===== src/rtl/seg7_pkg.sv =====
// Shared constants and types for the seven-segment receive path.
// Glyph constants are seg_n values written {g,f,e,d,c,b,a}, active-low.
// The alternate glyphs are used only when SEG7_READER_ALT_GLYPH_EN is defined.
// Shadow-state encoding: 5 bits, bit4 = blank, bits[3:0] = nibble.
package seg7_pkg;

    localparam logic [6:0] Glyph0 = 7'h40;
    localparam logic [6:0] Glyph1 = 7'h79;
    localparam logic [6:0] Glyph2 = 7'h24;
    localparam logic [6:0] Glyph3 = 7'h30;
    localparam logic [6:0] Glyph4 = 7'h19;
    localparam logic [6:0] Glyph5 = 7'h12;
    localparam logic [6:0] Glyph6 = 7'h02;
    localparam logic [6:0] Glyph7 = 7'h78;
    localparam logic [6:0] Glyph8 = 7'h00;
    localparam logic [6:0] Glyph9 = 7'h10;
    localparam logic [6:0] GlyphA = 7'h08;
    localparam logic [6:0] GlyphB = 7'h03;
    localparam logic [6:0] GlyphC = 7'h46;
    localparam logic [6:0] GlyphD = 7'h21;
    localparam logic [6:0] GlyphE = 7'h06;
    localparam logic [6:0] GlyphF = 7'h0E;

    localparam logic [6:0] GlyphBlank = 7'h7F;
    localparam logic [6:0] GlyphAlt7  = 7'h58;  // 7 with segment f lit
    localparam logic [6:0] GlyphAlt9  = 7'h18;  // 9 with segment d unlit

    localparam int unsigned DigitIdxW = 3;

    localparam logic [4:0] ShadowBlank = 5'h10;

    typedef enum logic {StTrack, StLocked} state_e;

    // Index of the set bit in a one-hot select (0 if none).
    function automatic logic [DigitIdxW-1:0] onehot_idx(input logic [7:0] sel);
        logic [DigitIdxW-1:0] idx;
        idx = '0;
        for (int i = 0; i < 8; i++) begin
            if (sel[i]) idx = DigitIdxW'(i);
        end
        return idx;
    endfunction

    function automatic logic is_onehot(input logic [7:0] sel);
        return (sel != 8'd0) && ((sel & (sel - 8'd1)) == 8'd0);
    endfunction

endpackage


===== src/rtl/seg7_glyph_decode.sv =====
// Combinational glyph decoder: active-low segment pattern to nibble.
// Ports:
//   seg_n  - segment pattern {g..a}, active-low
//   nibble - decoded hex value (0 when blank or err)
//   blank  - pattern is all segments off
//   err    - pattern is not a legal glyph
// Macro SEG7_READER_ALT_GLYPH_EN adds the alternate 7 and 9 glyphs.
module seg7_glyph_decode
    import seg7_pkg::*;
(
    input  logic [6:0] seg_n,
    output logic [3:0] nibble,
    output logic       blank,
    output logic       err
);

    always_comb begin
        nibble = 4'h0;
        blank  = 1'b0;
        err    = 1'b0;
        case (seg_n)
            Glyph0:     nibble = 4'h0;
            Glyph1:     nibble = 4'h1;
            Glyph2:     nibble = 4'h2;
            Glyph3:     nibble = 4'h3;
            Glyph4:     nibble = 4'h4;
            Glyph5:     nibble = 4'h5;
            Glyph6:     nibble = 4'h6;
            Glyph7:     nibble = 4'h7;
            Glyph8:     nibble = 4'h8;
            Glyph9:     nibble = 4'h9;
            GlyphA:     nibble = 4'hA;
            GlyphB:     nibble = 4'hB;
            GlyphC:     nibble = 4'hC;
            GlyphD:     nibble = 4'hD;
            GlyphE:     nibble = 4'hE;
            GlyphF:     nibble = 4'hF;
            GlyphBlank: blank  = 1'b1;
`ifdef SEG7_READER_ALT_GLYPH_EN
            GlyphAlt7:  nibble = 4'h7;
            GlyphAlt9:  nibble = 4'h9;
`endif
            default:    err    = 1'b1;
        endcase
    end

endmodule


===== src/rtl/seg7_reader.sv =====
// Seven-segment bus reader: debounces the multiplexed active-low bus, decodes
// each stable pattern, keeps a shadow nibble per digit and reports changes
// through a one-entry valid/ready buffer.
// Ports:
//   clk, reset            - clock, synchronous active-high reset
//   seg_n[6:0]            - segment bus, active-low, bit0=a .. bit6=g
//   dig_sel[DIGITS-1:0]   - one-hot digit select
//   out_valid/out_ready   - event handshake
//   out_digit/out_nibble/out_blank/out_err - event payload
//   overflow              - sticky, an event was dropped
//   shadow[4*DIGITS-1:0]  - current nibble per digit (0 for blank)
// Macro SEG7_READER_ALT_GLYPH_EN (via seg7_glyph_decode) accepts alternate glyphs.
module seg7_reader
    import seg7_pkg::*;
#(
    parameter int unsigned DIGITS        = 4,
    parameter int unsigned STABLE_CYCLES = 4
) (
    input  logic                  clk,
    input  logic                  reset,
    input  logic [6:0]            seg_n,
    input  logic [DIGITS-1:0]     dig_sel,
    output logic                  out_valid,
    input  logic                  out_ready,
    output logic [DigitIdxW-1:0]  out_digit,
    output logic [3:0]            out_nibble,
    output logic                  out_blank,
    output logic                  out_err,
    output logic                  overflow,
    output logic [4*DIGITS-1:0]   shadow
);

    localparam logic [7:0] StableCnt = 8'(STABLE_CYCLES);

    logic [6:0]           seg_q;
    logic [DIGITS-1:0]    sel_q;
    logic [7:0]           cnt_q, cnt_d;
    state_e               state_q, state_d;
    logic [4:0]           shadow_q [DIGITS];

    logic                 valid_q, blank_q, err_q, ovf_q;
    logic [DigitIdxW-1:0] digit_q;
    logic [3:0]           nibble_q;

    logic [7:0]           sel_in_ext, sel_q_ext;
    logic                 in_changed, sel_in_ok;
    logic                 commit, push, pop, upd_shadow;
    logic [DigitIdxW-1:0] sel_idx;
    logic [3:0]           dec_nibble;
    logic                 dec_blank, dec_err;
    logic [4:0]           res_state, cur_state;

    always_comb begin
        sel_in_ext = '0;
        sel_in_ext[DIGITS-1:0] = dig_sel;
        sel_q_ext = '0;
        sel_q_ext[DIGITS-1:0] = sel_q;
    end

    assign in_changed = (seg_n != seg_q) || (dig_sel != sel_q);
    assign sel_in_ok  = is_onehot(sel_in_ext);
    assign sel_idx    = onehot_idx(sel_q_ext);

    // Stability counter: a bad select holds it at 0 so that run never commits.
    always_comb begin
        cnt_d = cnt_q;
        if (!sel_in_ok) begin
            cnt_d = 8'd0;
        end else if (in_changed) begin
            cnt_d = 8'd1;
        end else if (cnt_q < StableCnt) begin
            cnt_d = cnt_q + 8'd1;
        end
    end

    always_ff @(posedge clk) begin
        if (reset) begin
            seg_q <= GlyphBlank;
            sel_q <= '0;
            cnt_q <= 8'd0;
        end else begin
            seg_q <= seg_n;
            sel_q <= dig_sel;
            cnt_q <= cnt_d;
        end
    end

    seg7_glyph_decode u_decode (
        .seg_n  (seg_q),
        .nibble (dec_nibble),
        .blank  (dec_blank),
        .err    (dec_err)
    );

    always_ff @(posedge clk) begin
        if (reset) begin
            state_q <= StTrack;
        end else begin
            state_q <= state_d;
        end
    end

    // Commit fires once per stable run: the LOCKED state blocks repeats.
    always_comb begin
        state_d    = state_q;
        commit     = (state_q == StTrack) && (cnt_q == StableCnt);
        res_state  = dec_blank ? ShadowBlank : {1'b0, dec_nibble};
        cur_state  = ShadowBlank;
        for (int i = 0; i < DIGITS; i++) begin
            if (sel_idx == DigitIdxW'(i)) cur_state = shadow_q[i];
        end
        upd_shadow = commit && !dec_err && (res_state != cur_state);
        push       = upd_shadow || (commit && dec_err);
        if (!sel_in_ok || in_changed) begin
            state_d = StTrack;
        end else if (commit) begin
            state_d = StLocked;
        end
    end

    always_ff @(posedge clk) begin
        if (reset) begin
            for (int i = 0; i < DIGITS; i++) shadow_q[i] <= ShadowBlank;
        end else if (upd_shadow) begin
            for (int i = 0; i < DIGITS; i++) begin
                if (sel_idx == DigitIdxW'(i)) shadow_q[i] <= res_state;
            end
        end
    end

    assign pop = valid_q && out_ready;

    // One-entry event buffer; a push with a same-cycle pop replaces the entry.
    always_ff @(posedge clk) begin
        if (reset) begin
            valid_q  <= 1'b0;
            digit_q  <= '0;
            nibble_q <= 4'h0;
            blank_q  <= 1'b0;
            err_q    <= 1'b0;
            ovf_q    <= 1'b0;
        end else if (push) begin
            if (!valid_q || pop) begin
                valid_q  <= 1'b1;
                digit_q  <= sel_idx;
                nibble_q <= dec_nibble;
                blank_q  <= dec_blank;
                err_q    <= dec_err;
            end else begin
                ovf_q    <= 1'b1;
            end
        end else if (pop) begin
            valid_q <= 1'b0;
        end
    end

    assign out_valid  = valid_q;
    assign out_digit  = digit_q;
    assign out_nibble = nibble_q;
    assign out_blank  = blank_q;
    assign out_err    = err_q;
    assign overflow   = ovf_q;

    always_comb begin
        shadow = '0;
        for (int i = 0; i < DIGITS; i++) begin
            shadow[4*i +: 4] = shadow_q[i][3:0];
        end
    end

endmodule


===== config.mk =====
export PLATFORM = sky130hd
export DESIGN_NAME = seg7_reader
export DESIGN_NICKNAME = d
export VERILOG_FILES = /design/src/rtl/seg7_pkg.sv /design/src/rtl/seg7_glyph_decode.sv /design/src/rtl/seg7_reader.sv
export SDC_FILE = /design/constraint.sdc
export NUM_CORES = 1
export LEC_CHECK = 0
export ABC_AREA = 1
export CAP_MARGIN = 10
export CORE_MARGIN = 3
export CORE_UTILIZATION = 59
export DETAILED_ROUTE_END_ITERATION = 10
export GPL_TIMING_DRIVEN = 0
export MAX_ROUTING_LAYER = met4
export PLACE_DENSITY_LB_ADDON = 0.1
export SKIP_CTS_REPAIR_TIMING = 1
export SLEW_MARGIN = 20
export SYNTH_ARGS = -nofsm -noshare
export SYNTH_HDL_FRONTEND = slang
export SYNTH_HIERARCHICAL = 1
export SYNTH_SLANG_ARGS = --single-unit

===== constraint.sdc =====
create_clock -name clk -period 6.72 [get_ports clk]
set_input_delay 0.672 -clock clk [delete_from_list [all_inputs] [get_ports clk]]
set_output_delay 0.672 -clock clk [all_outputs]
set_load 0.01 [all_outputs]

==> results by stage, run 1 <==
Clock tree:
- The total CTS buffers is 5.
- The clock latency on the worst-skew pair is 0.31 ns.
- TritonCTS built the clock tree.
- The post-CTS clock slew at the launch and capture registers of the worst setup and hold paths is 0.09 ns.
- The number of H-tree levels is 2.
- The number of sinks driven by the clock tree is 50.
- No sink is reached through more buffers than the 2 on the longest clock path.
- The clock tree root buffer cell is clkbuf_8.

Timing:
- After layout, the worst setup slack is 3.75 ns.
- In the finished design, the share of the clock period the worst path needs comes to 44.2%.
- The transition time of the tightest slew-check pin is 0.837 ns.
- The worst setup skew after layout is 0.0145 ns.
- The final number of max-transition violations is 0.
- For this run, the top clock speed supported by timing is 337 MHz.
- The setup-violating endpoint count in the final report is 0.
- The worst pin sits at a relative slew slack of 43.7%.
- Setup repair after global routing left no endpoint under its margin.
- After routing, the total negative slack on setup checks comes to 0 ns.
- The number of hold-slack violations in the final timing report is 0.
- The final critical delay including setup and external delays is 2.97 ns.

Setup path:
- Traced cell by cell, the critical path runs through nor2_1 > nand2_1 > nand2_1 > o21ai_2 > nand2_2 > inv_1 > nor2_1 > nand3b_1 > nand2_1 > nor2_4 > nand3_2 > nand2_2 > o31ai_1.
- STA classifies the critical path endpoint as a flop.
- The slowest stage of the critical path is the o31ai_1 cell.
- For the worst setup path, the data required time is 6.67 ns.
- Among the stages of the critical path, the cell type that occurs most often is nand2_1.
- Of all nets on the critical path, the largest fanout is 7.
- The critical path launch point type is a flop.
- The count of buffer and inverter cells on the critical path is 1.
- The cell family contributing the most delay on the critical path is simple AND/OR/NAND/NOR gates.
- By startpoint and endpoint, the worst setup path is classified as flop to flop.
- The longest individual stage delay on the worst path is 0.71 ns.
- At the worst endpoint, the arrival time is 2.92 ns.

GRT:
- After global routing the overflow that remains totals 0.
- The global routing usage summed across all routing layers is 21.8%.
- The number of antenna violations at the first check in global routing came to 0.
- The via count of the first global-routing pass is 2381.
- The global-route wire length before repair is 10300 um.
- The pin count of the biggest net entering global routing is 17.

Floorplan:
- The count of pins on the block boundary is 41.
- The placeable core region is 0.00482 mm2.
- From left edge to right edge, the die measures 77.3 um.
- The area of the die is 0.00598 mm2.
- The overall die height is 77.3 um.
- For this configuration, the core starts out at a cell density of 62.3%.
- The floorplan has 25 rows.

Logic synthesis:
- By area the synthesized netlist is led by dfxtp_1 (20%), edfxtp_1 (20%), nand2_1 (9.1%).
- After synthesis, the mean cell area works out to 7.56 um2.
- After synthesis, the most frequently instantiated cells are nand2_1 (73), nor2_1 (67), inv_1 (53).
- The net count of the mapped netlist is 413.
- Summing every instance area after synthesis gives 0.00300 mm2.
- Sequential elements use 40.0% of the synthesized area.
- The number of distinct library cells after synthesis is 40.
- The register bit total from synthesis is 50.
- The number of standard cells after synthesis is 397.
- The number of synthesized flops with an enable pin is 20.
- The share of synthesized flip-flops with an asynchronous set or reset is 0%.
- Summed over all instances, the cell type with the most area after synthesis is dfxtp_1.
- The warning count from the yosys run is 6.
- The dominant synthesized flop cell is dfxtp_1.
- The area share of the largest cell type after synthesis is 20.0%.
- Yosys instantiated no cell more often than nand2_1.

Power and ir drop:
- The power after layout is 0.592 mW.
- For this design the ratio of total power to cell area is 166 mW/mm2.
- In this run, the combinational gates consume 14.5% of the power.
- Cell internal power was estimated by the tool at 0.435 mW.
- Summed over all cells, the static leakage comes to 1.62 nW.
- The clock power share is 29.9%.
- Net switching is 26.5% of the power.
- In this run the power spent charging and discharging nets is 0.157 mW.
- In this run, flip-flops and latches consume 55.6% of the power.
- The worst IR drop on VDD is 0.000113 V.

Flow run:
- The max-capacitance violation count is 0.

Layout:
- The share of final-layout standard cells stronger than drive strength 1 is 20.0%.
- Summing all non-filler instances in the final layout gives an area of 0.00356 mm2.
- Relative to the synthesized area, the layout overhead comes to 18.7%.
- The repair_antennas step left the layout with diodes totalling 0.
- The count of nets after finishing is 459.

Detailed routing:
- The number of routed nets with antenna violations is 0.
- The routed via count is 2532.
- The final wirelength is 6060 um.
- The via count normalized by instance count is 4.95.
- The count of routing violations after the opening detailed-route iteration is 193.
- For this run, design rule violations remaining after detail routing come to 0.
- Dividing the detail-routed wire length by the instance count gives 11.9 um.
- For this run, the detailed router's first-pass iteration total came to 4.

Place:
- The cell area after placement is 0.00347 mm2.
- During placement, the flow inserted port buffers numbering 39.
- At the placement stage, the worst setup path has a slack of 3.72 ns.
- Summed over all nets, the half-perimeter wirelength after detailed placement is 4740 um.
- The routability-driven placement congestion ratio is 0.899.

Hold path:
- The path category of the worst min-delay check is flop to flop.

Run status:
- The flow ran to the end, and the final reports show no timing, DRC or antenna violations.
-- logic make-up after synthesis --
family                     share of synthesized area [%]
xor gates and xnor gates                            2.34
other                                              0.125
DFF                                                 40.0
and+or+nand+nor                                     38.6
AOI/OAI and AO/OA                                   3.59
adders and majority gates                          0.834
buffers and inverters                               14.5
-- power groups by stage --
stage                     Clock (mW)  Combinational [mW]  Sequential (mW)
final                          0.177              0.0858            0.329
after global routing           0.187              0.0950            0.330
after CTS                      0.177              0.0860            0.329
after detailed placement           0              0.0857            0.336
after global placement             0              0.0842            0.335
after floorplan                    0              0.0587            0.334
-- cells in the final DEF, fill, tap and decap left out, types with 2 or more instances in the layout --
cell type / count
nand2_1: 73
or2_1: 2
ha_1: 2
a21oi_1: 6
nor4_1: 2
o21ai_0: 3
buf_6: 3
nand2_4: 2
nor2_1: 67
nand3b_1: 7
inv_1: 53
clkdlybuf4s50_1: 39
dfxtp_1: 30
nor3_1: 6
o31ai_1: 3
nand3_2: 2
nand3_1: 12
inv_2: 12
or2_2: 9
buf_4: 17
nor2_2: 5
inv_4: 2
nor2_4: 5
clkbuf_1: 2
nand4_1: 13
clkinv_1: 2
edfxtp_1: 20
nand4_2: 4
clkbuf_8: 5
xnor2_1: 3
xor2_1: 5
nand2_2: 16
-- per-layer routing --
metal	track usage [%]	wire, um
met5	-	0
met4	6.58	62
met3	3.52	284
met2	38.3	3110
met1	25.5	2600
-- worst register-to-register path: stages, from the launching register on --
cell	delay, ns
dfxtp_1	0.48
nor2_1	0.12
nand2_1	0.11
nand2_1	0.07
o21ai_2	0.16
nand2_2	0.09
inv_1	0.20
nor2_1	0.10
nand3b_1	0.17
nand2_1	0.11
nor2_4	0.05
nand3_2	0.13
nand2_2	0.11
o31ai_1	0.71
-- final timing paths --
kind / to / cells past startpoint / from / slack (ns)
min reg2reg: cnt_q[7] / 2 / cnt_q[7] / 0.44
max reg2reg: shadow_q[2][1] / 13 / seg_q[3] / 3.75
min: cnt_q[7] / 2 / cnt_q[7] / 0.44
max: shadow_q[2][1] / 13 / seg_q[3] / 3.75
-- per-stage QoR --
step | std cells | hold WS (ns) | utilization [%]
after global placement | 503 | 0.426 | 72.1
after floorplan | 397 | 0.415 | -
after detailed placement | 503 | 0.431 | 72.1
after CTS | 511 | 0.444 | 73.9
after global routing | 511 | 0.466 | 73.9
final | 511 | 0.440 | 73.9
-- registers in the layout, summed over array words and instances (netlist names) --
name        cells
out_nibble      4
sel_q           4
out_err         1
out_digit       2
cnt_q           8
state_q         1
out_blank       1
shadow_q       20
seg_q           7
out_valid       1
overflow        1
-- cell type report --
type / instances / area (um2)
buffer: 22 / 170
clock buffer: 6 / 72.6
clock inverter: 2 / 13.8
fill: 408 / 1260
inverter: 69 / 264
multi-input combinational: 256 / 1370
sequential: 50 / 1200
tap: 67 / 83.8
timing repair buffer: 39 / 390
Note: power is estimated with default switching activity, not from simulation.
==> run 2: changes to the inputs <==
--- a/config.mk
+++ b/config.mk
@@ -8,7 +8,7 @@
 export ABC_AREA = 1
 export CAP_MARGIN = 10
 export CORE_MARGIN = 3
-export CORE_UTILIZATION = 59
+export CORE_UTILIZATION = 55
 export DETAILED_ROUTE_END_ITERATION = 10
 export GPL_TIMING_DRIVEN = 0
 export MAX_ROUTING_LAYER = met4
==> constraint.sdc (replaced) <==
create_clock -name clk -period 2.9 [get_ports clk]
set_input_delay 0.29 -clock clk [delete_from_list [all_inputs] [get_ports clk]]
set_output_delay 0.29 -clock clk [all_outputs]
set_load 0.01 [all_outputs]
==> run 2 against run 1 <==
Via count is 0.43% higher. Final area rose by 0.77%. Non-clock buffer count is the same. Clock-buffer cell count is the same. Highest routed layer unchanged. Clock skew increased by 0.00072 ns. Final cell count is 0.59% higher. Hold slack gained 0.0036 ns. Critical endpoint is now shadow_q[1][3]. Largest power group unchanged. Global-route usage fell by 0.41 points. Register-to-register slack lost 3.6 ns. Core utilization is 5.0 points lower.
==> results by stage, run 2 (synthesized netlist as in run 1, its figures left out) <==
Timing:
- The worst max-slew margin expressed relative to the limit is 65.6% (+22 points).
- The setup-violating endpoint count in the final report is 0 (unchanged).
- Setup repair after global routing could not meet its margin everywhere.
- The share of the cycle needed by the critical path after routing was 94.0% (+50 points).
- The maximum clock frequency is 367 MHz (+8.9%).
- The transition time of the tightest slew-check pin is 0.513 ns (-0.324 ns).
- The final worst hold slack is 0.444 ns (+0.00364 ns).
- The final critical delay including setup and external delays was 2.73 ns (-0.243 ns).
- The number of hold-slack violations in the final timing report is 0 (unchanged).
- The worst setup skew after layout is 0.0152 ns (+0.000722 ns).
- The final number of max-transition violations came to 0 (unchanged).

Power and ir drop:
- The share of power burned in registers was 55.5% (about the same).
- The leakage power summed over all cells is 1.62 nW (+0.30%).
- The worst IR drop on VDD is 0.000311 V (+180%).
- The clock power share is 29.8% (about the same).
- The reported net switching power came to 0.362 mW (+130%).
- The proportion of power drawn by combinational gates came to 14.7% (+0.2 points).
- The internal cell power is 1.01 mW (+130%).
- The switching share of power came to 26.4% (-0.13 points).
- The power density normalized to cell area came to 382 mW/mm2 (+130%).

Place:
- The placed cell count is 506 (+0.60%).
- The routability-driven placement congestion ratio was 0.959 (+6.6%).
- The count of buffers from port buffering came to 39 (unchanged).
- The placed wire-length estimate is 4640 um (-2.2%).
- The cell area after placement was 0.00348 mm2 (+0.11%).

Setup path:
- The register-to-register setup slack came to 0.17 ns (-3.58 ns).
- The arrival time at the worst endpoint is 2.69 ns (-0.23 ns).
- The critical path goes through inv_2 > nand2_1 > nor2_1 > nand2_1 > nand2_1 > nor2_2 > nand2_2 > inv_1 > nor2_1 > nand3b_1 > nand2_1 > nor2_4 > nand3_2 > nand2_2 > o31ai_2.
- The largest fanout on the critical path is 7 (unchanged).
- The required time at the worst-slack endpoint is 2.86 ns (-3.81 ns).
- The category of the critical setup timing path is flop to flop.
- In this design, the critical path's most frequently occurring cell is nand2_1.
- The critical path launch point type is a flop.
- The kind of end point of the critical path is a flop.
- The worst-path cell with the longest stage delay is o31ai_2.
- The longest individual stage delay on the worst path is 0.48 ns (-0.23 ns).

Detailed routing:
- The number of iterations in the first detailed-routing pass came to 4 (unchanged).
- The routed via count is 2543 (+0.43%).
- The total DRC errors in the routed layout is 0 (unchanged).
- The final wirelength came to 6000 um (-1.0%).
- The number of routed nets with antenna violations is 0 (unchanged).
- The count of routing violations after the opening detailed-route iteration is 131 (-32%).
- The detail-routed net length per standard cell is 11.7 um (-1.6%).
- The via count normalized by instance count was 4.95 (-0.15%).

Layout:
- The share of final-layout standard cells stronger than drive strength 1 came to 20.7% (+0.68 points).
- The count of nets after finishing is 459 (unchanged).
- The most common cell after layout, fill and taps aside is nand2_1.
- Counting flops per register, the top entry is shadow_q.
- The number of flip-flops in the largest register is 20 (unchanged).
- In the final layout, the registers with the most flip-flops are shadow_q x20, cnt_q x8, seg_q x7.
- In the layout the commonest cells are nand2_1 (73), nor2_1 (67), inv_1 (53).
- The signed area change from the synthesized netlist to the final layout is 19.6%.
- The final core area utilization came to 68.9% (-5.0 points).
- The cell area after layout is 0.00359 mm2 (+0.77%).
- The antenna cell count is 0 (unchanged).
- The number of standard cells in the layout, taps in and fillers out is 514 (+0.59%).

Floorplan:
- The die width came to 79.9 um (+3.3%).
- The site row count is 26 (+4.0%).
- The overall die height is 79.9 um (+3.3%).
- The placeable core region is 0.00520 mm2 (+8.1%).
- The initial core utilization came to 57.6% (-4.6 points).
- The area of the die came to 0.00638 mm2 (+6.7%).
- The count of pins on the block boundary came to 41 (unchanged).

Clock tree:
- The number of H-tree levels came to 2 (unchanged).
- The clock tree root buffer cell is clkbuf_8.
- The post-CTS clock slew at the launch and capture registers of the worst setup and hold paths is 0.10 ns (about the same).
- The total CTS buffers was 5 (unchanged).
- The maximum count of clock buffers along a single path is 2 (unchanged).
- The number of sinks driven by the clock tree is 50 (unchanged).
- TritonCTS built the clock tree.
- The clock latency on the worst-skew pair is 0.31 ns (about the same).

Flow run:
- The max-capacitance violation count was 0 (unchanged).

GRT:
- The global-route track usage on met1 is 25.6% (+0.048 points).
- The via count of the first global-routing pass is 2392 (+0.46%).
- The number of antenna violations at the first check in global routing is 0 (unchanged).
- The global-route track usage on met3 is 3.16% (-0.36 points).
- The pin count of the biggest net entering global routing is 17 (unchanged).
- The global-route wire length before repair was 10500 um (+2.6%).
- The met2 global-route usage is 36.2% (-2.0 points).
- The layer with the highest usage after global routing is met2.
- The global routing usage summed across all routing layers is 21.4% (-0.41 points).
- The overflow left after global routing is 0 (unchanged).

Hold path:
- The path category of the worst min-delay check is flop to flop.

Run status:
- The run finished with clean final reports.
run 2: changes by cell type in the layout (fill, tap and decap cells not counted):
cell | before | now
o21ai_1 | 1 | 2
o31ai_4 | 0 | 1
o21ai_0 | 3 | 2
o31ai_1 | 3 | 0
o31ai_2 | 0 | 2
run 2: critical path: cells and delay by family (launching register included):
family | cells | cell delay (ns)
AO/OA/AOI/OAI | 1 | 0.48
buffers and inverters | 2 | 0.30
flip-flops | 1 | 0.47
AND/OR/NAND/NOR | 12 | 1.16
run 2: final cells by class:
| class | instances | area [um2] |
|---|---|---|
| plain buffers | 22 | 170 |
| flip-flops and latches | 50 | 1200 |
| well taps | 70 | 87.6 |
| clock buffers | 6 | 72.6 |
| fillers | 465 | 1620 |
| repair buffers | 39 | 390 |
| inverters | 69 | 264 |
| multi-input cells | 256 | 1390 |
| clock inverters | 2 | 13.8 |
run 2: path summary, 6_finish.rpt:
path,startpoint,end,depth (start not counted)
setup / recovery,seg_q[3],shadow_q[1][3],15
hold / removal,cnt_q[4],cnt_q[4],2
setup reg to reg,seg_q[3],shadow_q[1][3],15
hold reg to reg,cnt_q[4],cnt_q[4],2
run 2: power groups by stage:
| stage | Combinational, mW | Sequential, mW | Clock, mW |
|---|---|---|---|
| 2_1_floorplan | 0.136 | 0.774 | 0 |
| 3_3_place_gp | 0.195 | 0.776 | 0 |
| 3_5_place_dp | 0.198 | 0.777 | 0 |
| 4_1_cts | 0.200 | 0.761 | 0.417 |
| 5_1_grt | 0.224 | 0.764 | 0.445 |
| 6_report | 0.202 | 0.760 | 0.408 |
run 2: stage by stage:
step	setup TNS, ns	setup WS (ns)	total power [mW]
2_1_floorplan	0	0.484	0.910
5_1_grt	-1.52	-0.103	1.43
3_5_place_dp	-0.374	-0.0580	0.976
4_1_cts	-0.475	-0.0649	1.38
3_3_place_gp	0	0.0401	0.971
6_report	0	0.173	1.37
run 2: per-layer routing:
layer	vias up	wire [um]
li1	1319	-
met5	-	0
met2	75	2920
met1	1137	2640
met4	0	119
met3	12	320
==> run 3: changes to the inputs <==
--- a/config.mk
+++ b/config.mk
@@ -11,6 +11,7 @@
 export CORE_UTILIZATION = 55
 export DETAILED_ROUTE_END_ITERATION = 10
 export GPL_TIMING_DRIVEN = 0
+export HOLD_SLACK_MARGIN = 0.03
 export MAX_ROUTING_LAYER = met4
 export PLACE_DENSITY_LB_ADDON = 0.1
 export SKIP_CTS_REPAIR_TIMING = 1
==> results of run 3 <==
Same layout as run 2: the final DEF is identical, and so are final timing and power.
